`src/rtl/bus_rr_sched.sv`:
```
// bus_rr_sched: round-robin bus scheduler.
// Pops one packet at a time from the granted source FIFO and pushes it to the
// destination named in the packet's top byte (unicast or broadcast).
// Packets with an unreachable destination are dropped.
// Optional feature macro: BUS_SCHED_DROP_CNT_EN enables the saturating
// drop_cnt counter; when undefined, drop_cnt is tied to zero.
module bus_rr_sched #(
  parameter int         drvrs     = 4,
  parameter int         pckg_sz   = 16,
  parameter logic [7:0] broadcast = 8'hFF
) (
  input  logic                     clk,
  input  logic                     reset,
  input  logic [drvrs-1:0]         pndng,
  input  logic [drvrs*pckg_sz-1:0] D_pop,
  output logic [drvrs-1:0]         pop,
  output logic [drvrs-1:0]         push,
  output logic [pckg_sz-1:0]       D_push,
  output logic [3:0]               gnt_id,
  output logic                     busy,
  output logic [7:0]               drop_cnt
);

  typedef enum logic [1:0] {
    IDLE = 2'd0,
    POP  = 2'd1,
    XFER = 2'd2
  } state_t;

  state_t state_q;

  // Per-device views padded to 16 entries so the 4-bit grant index always
  // addresses a real element.
  logic [15:0]        pndng_ext;
  logic [pckg_sz-1:0] d_pop_arr [16];

  generate
    for (genvar gi = 0; gi < 16; gi++) begin : g_slice
      if (gi < drvrs) begin : g_dev
        assign d_pop_arr[gi] = D_pop[gi*pckg_sz +: pckg_sz];
        assign pndng_ext[gi] = pndng[gi];
      end else begin : g_pad
        assign d_pop_arr[gi] = '0;
        assign pndng_ext[gi] = 1'b0;
      end
    end
  endgenerate

  // Round-robin search: first requester after the last grant, with wrap.
  // Iterating from the farthest offset down lets the nearest one win.
  logic [3:0] sel_d;
  logic       sel_vld;
  logic [4:0] srch_idx;

  always_comb begin
    sel_d    = gnt_id;
    sel_vld  = 1'b0;
    srch_idx = '0;
    for (int off = drvrs; off >= 1; off--) begin
      srch_idx = {1'b0, gnt_id} + 5'(off);
      if (srch_idx >= 5'(drvrs)) begin
        srch_idx = srch_idx - 5'(drvrs);
      end
      if (pndng_ext[srch_idx[3:0]]) begin
        sel_d   = srch_idx[3:0];
        sel_vld = 1'b1;
      end
    end
  end

  // Head packet of the granted source and its routing decision.
  logic [pckg_sz-1:0] pkt_w;
  logic [7:0]         dest_w;
  logic               is_bcast;
  logic               is_uni;
  logic [drvrs-1:0]   pop_d;
  logic [drvrs-1:0]   push_d;

  assign pkt_w    = d_pop_arr[gnt_id];
  assign dest_w   = pkt_w[pckg_sz-1 -: 8];
  assign is_bcast = (dest_w == broadcast);
  assign is_uni   = (dest_w < 8'(drvrs)) && (dest_w != {4'd0, gnt_id});

  generate
    for (genvar gi = 0; gi < drvrs; gi++) begin : g_route
      assign pop_d[gi]  = (sel_d == 4'(gi));
      assign push_d[gi] = is_bcast ? (gnt_id != 4'(gi))
                                   : (is_uni && (dest_w == 8'(gi)));
    end
  endgenerate

  // Scheduler FSM; every output is loaded here so all of them are registered.
  always_ff @(posedge clk) begin
    if (reset) begin
      state_q <= IDLE;
      pop     <= '0;
      push    <= '0;
      D_push  <= '0;
      gnt_id  <= 4'(drvrs - 1);
      busy    <= 1'b0;
    end else begin
      case (state_q)
        IDLE: begin
          push <= '0;
          if (sel_vld) begin
            gnt_id  <= sel_d;
            pop     <= pop_d;
            busy    <= 1'b1;
            state_q <= POP;
          end else begin
            pop  <= '0;
            busy <= 1'b0;
          end
        end
        POP: begin
          // FIFO head is consumed at this edge; route it straight into push.
          pop  <= '0;
          push <= push_d;
          if (|push_d) begin
            D_push <= pkt_w;
          end
          busy    <= 1'b1;
          state_q <= XFER;
        end
        XFER: begin
          // gnt_id already holds this source, so it becomes the last grant.
          push    <= '0;
          busy    <= 1'b0;
          state_q <= IDLE;
        end
        default: begin
          pop     <= '0;
          push    <= '0;
          busy    <= 1'b0;
          state_q <= IDLE;
        end
      endcase
    end
  end

`ifdef BUS_SCHED_DROP_CNT_EN
  logic [7:0] drop_cnt_q;

  // Count a drop when the popped packet routes to no destination; saturate.
  always_ff @(posedge clk) begin
    if (reset) begin
      drop_cnt_q <= 8'h00;
    end else if ((state_q == POP) && !(|push_d) && (drop_cnt_q != 8'hFF)) begin
      drop_cnt_q <= drop_cnt_q + 8'h01;
    end
  end

  assign drop_cnt = drop_cnt_q;
`else
  assign drop_cnt = 8'h00;
`endif

endmodule

```
`config.mk`:
```
export PLATFORM = sky130hd
export DESIGN_NAME = bus_rr_sched
export DESIGN_NICKNAME = d
export VERILOG_FILES = /design/src/rtl/bus_rr_sched.sv
export SDC_FILE = /design/constraint.sdc
export NUM_CORES = 1
export LEC_CHECK = 0
export CAP_MARGIN = 20
export CORE_MARGIN = 4
export CORE_UTILIZATION = 37
export DETAILED_ROUTE_END_ITERATION = 7
export PLACE_DENSITY = 0.77
export SYNTH_ARGS = -nofsm -noshare
export SYNTH_HDL_FRONTEND = slang
export SYNTH_SLANG_ARGS = --single-unit
```
`constraint.sdc`:
```
create_clock -name clk -period 3 [get_ports clk]
set_input_delay 0.6 -clock clk [delete_from_list [all_inputs] [get_ports clk]]
set_output_delay 0.6 -clock clk [all_outputs]
set_load 0.01 [all_outputs]
```
==> summary.txt <==
Status - completed
Final WS setup - 0.0711 ns
Synth-to-Final Area Change - 58.8%
R2R depth - 11
Total power - 2020 µW
RR Startpoint - gnt_id[1]
IO Pins - 107
Vias per inst - 5.16
Top_reg_cell synth - dfxtp_1
Core footprint - 0.00561 mm²
Worst slack, placed - -0.477 ns
CP Capture Type - flip-flop
Overflow after GRT - 0
WP data arrival - 3.09 ns
Pwr/cell area - 586 mW/mm²
First-pass GRT wire length - 9.83 mm
Routed Wire Length - 6.10 mm
YS warnings - 0
Max Clock Skew - 0.00594 ns
Die Height - 84.7 µm
Worst-Skew Late Latency - 0.27 ns
Largest net degree at the start of global routing - 19
CTS buffer count - 5
Avg WL per Cell - 15.3 µm
Hold Path Sink - D_push[13]
Max Clk Rate - 341 MHz
Post-route ant nets - 0
Seq cells post-synth - 31
Vias in the first global route - 2064
Maximum vdd ir drop - 0.430 mV
EDFF count, synth - 0
Global placement routability congestion - 0.811
Min-Delay Path Class - flip-flop to flip-flop
Nets@finish - 410
Diodes inserted - 0
Worst reg2reg setup slack - 0.21 ns
Share of cells above drive strength 1 - 18.1%
CP Class - input pin to flip-flop
Setup TNS - 0 ns
Clock sink count - 31
Max-cap viol count - 0
HPWL Detailed - 5.02 mm
Std cell rows - 27
# DRC - 0
Synth Instances - 208
GRT Util Overall - 16.6%
Most common cell after layout, fill and taps aside - clkdlybuf4s50_1
Fin cells - 398
FILL cells - 501
Share of flip-flops with an asynchronous set or reset - 0%
R2r endpoint - pop[1]
Most frequent cells in the layout - clkdlybuf4s50_1 (98), dfxtp_1 (29), buf_4 (21)
Seq/Total Area, Yosys - 28.5%
Postcts setup bufs - 0
Slew Limit Fails - 0
Vias - 2055
H-tree levels - 2
Initial core utilization - 38.8%
Maximum root-to-sink buffer count - 2
Critical path peak fanout - 15
CTS clk-pin slew, worst paths - 0.06 ns
I/O Buffers - 98
Root Buffer - clkbuf_8
Die Area - 0.00717 mm²
Hold wc startpoint - D_push[13]
Leak Pwr - 0.00142 µW
Final Setup Violations - 0
Average size of a mapped cell - 10.5 µm²
Mapped Area - 0.00218 mm²
Iteration-0 DRC Markers - 80
CP required - 3.16 ns
Fin crit share - 97.6%
Hold depth - 1
TritonRoute pass-1 iters - 4
Antenna violations before repair - 0
Die Wd - 84.7 µm
Final Hold Violating Endpoints - 0
TritonCTS clock tree - built
Yosys cell types - 52
CP Launch Type - input pin
Minimum clock period - 2.93 ns
Placed cell count - 391
RSZ-0062 raised after global routing - false
-- logic make-up (layout without fill, tap and decap cells) --
family                     Yosys count  count (layout)  synth area share [%]
DFF                                 31              31                  28.5
and+or+nand+nor                     55              55                  13.0
muxes                               22              22                  21.4
adders and majority gates           14              14                  8.05
buffers and inverters               26             137                  6.67
other                                1               8                 0.172
xor gates and xnor gates             7               7                  2.82
AOI/OAI and AO/OA                   52              52                  19.3
-- per-stage QoR --
step | hold slack, ns | utilization [%] | area, µm²
after floorplan | 0.480 | - | 2210
after global placement | 0.443 | 59.5 | 3340
after detailed placement | 0.445 | 59.5 | 3340
after CTS | 0.460 | 61.3 | 3440
after global routing | 0.467 | 61.6 | 3450
final | 0.457 | 61.6 | 3450
-- synthesized netlist by cell type, types with 3 or more instances --
cell type	number	share of area, %
dfxtp_1	31	29
nor2_1	16	2.8
ha_1	14	8.1
mux4_2	13	13
nand2_1	13	2.2
a22o_1	9	3.6
inv_1	9	1.6
buf_4	8	2.8
a21oi_1	7	1.6
a21o_2	6	2.4
nand3_1	6	1.4
clkbuf_1	5	0.86
mux4_1	5	6.0
xnor2_1	5	2.0
nand2b_1	4	1.1
a311o_1	3	1.4
a31oi_1	3	0.86
-- cell type report --
| type | instances | area (µm²) | area share (%) |
|---|---|---|---|
| Multi-Input combinational cell | 158 | 1450 | 42.1 |
| Clock buffer | 6 | 82.6 | 2.39 |
| Sequential cell | 31 | 628 | 18.2 |
| Tap cell | 72 | 90.1 | 2.61 |
| Clock inverter | 1 | 5.00 | 0.145 |
| Inverter | 9 | 33.8 | 0.978 |
| Timing Repair Buffer | 121 | 1160 | 33.6 |
-- routing by layer --
metal | GRT usage (%) | part of all wire, %
met5 | 0 | 0
met4 | 2.45 | 0.52
met3 | 4.32 | 5.0
met2 | 30.0 | 54
met1 | 20.2 | 40
-- sequential cells by signal, summed over array words and instances (netlist names) --
signal	cells
busy	1
pop	4
push	4
state_q	2
gnt_id	4
D_push	16
-- worst max-delay path, cell delays in order --
cell             delay, ns
clkdlybuf4s50_1       0.39
mux4_1                0.53
or4_1                 0.53
a2111o_1              0.33
o21a_4                0.15
a21oi_4               0.19
nor2_4                0.11
a22o_1                0.25
-- report_power, final --
part	internal, µW	switching (µW)
combinational	644	522
clock	179	139
sequential	469	71.9
-- worst max path at each step --
stage,startpoint,endpoint,slack (ns),cells past startpoint
4_1_cts,gnt_id[1],pop[1],0.04,11
5_1_grt,D_pop[31],D_push[2],0.003,8
6_report,D_pop[31],D_push[3],0.07,8
3_5_place_dp,D_pop[31],D_push[3],-0.48,8
2_1_floorplan,D_pop[31],D_push[4],0.03,8
3_3_place_gp,D_pop[31],D_push[0],-0.41,8
-- what timing repair did --
| item | 4_1_cts | 5_1_grt |
|---|---|---|
| setup endpoints to repair | 15 | 14 |
| pin swaps | 1 | 0 |
| hold buffers | 0 | 0 |
| resized for setup | 3 | 6 |
No activity file was read; power rests on OpenSTA's default activity.
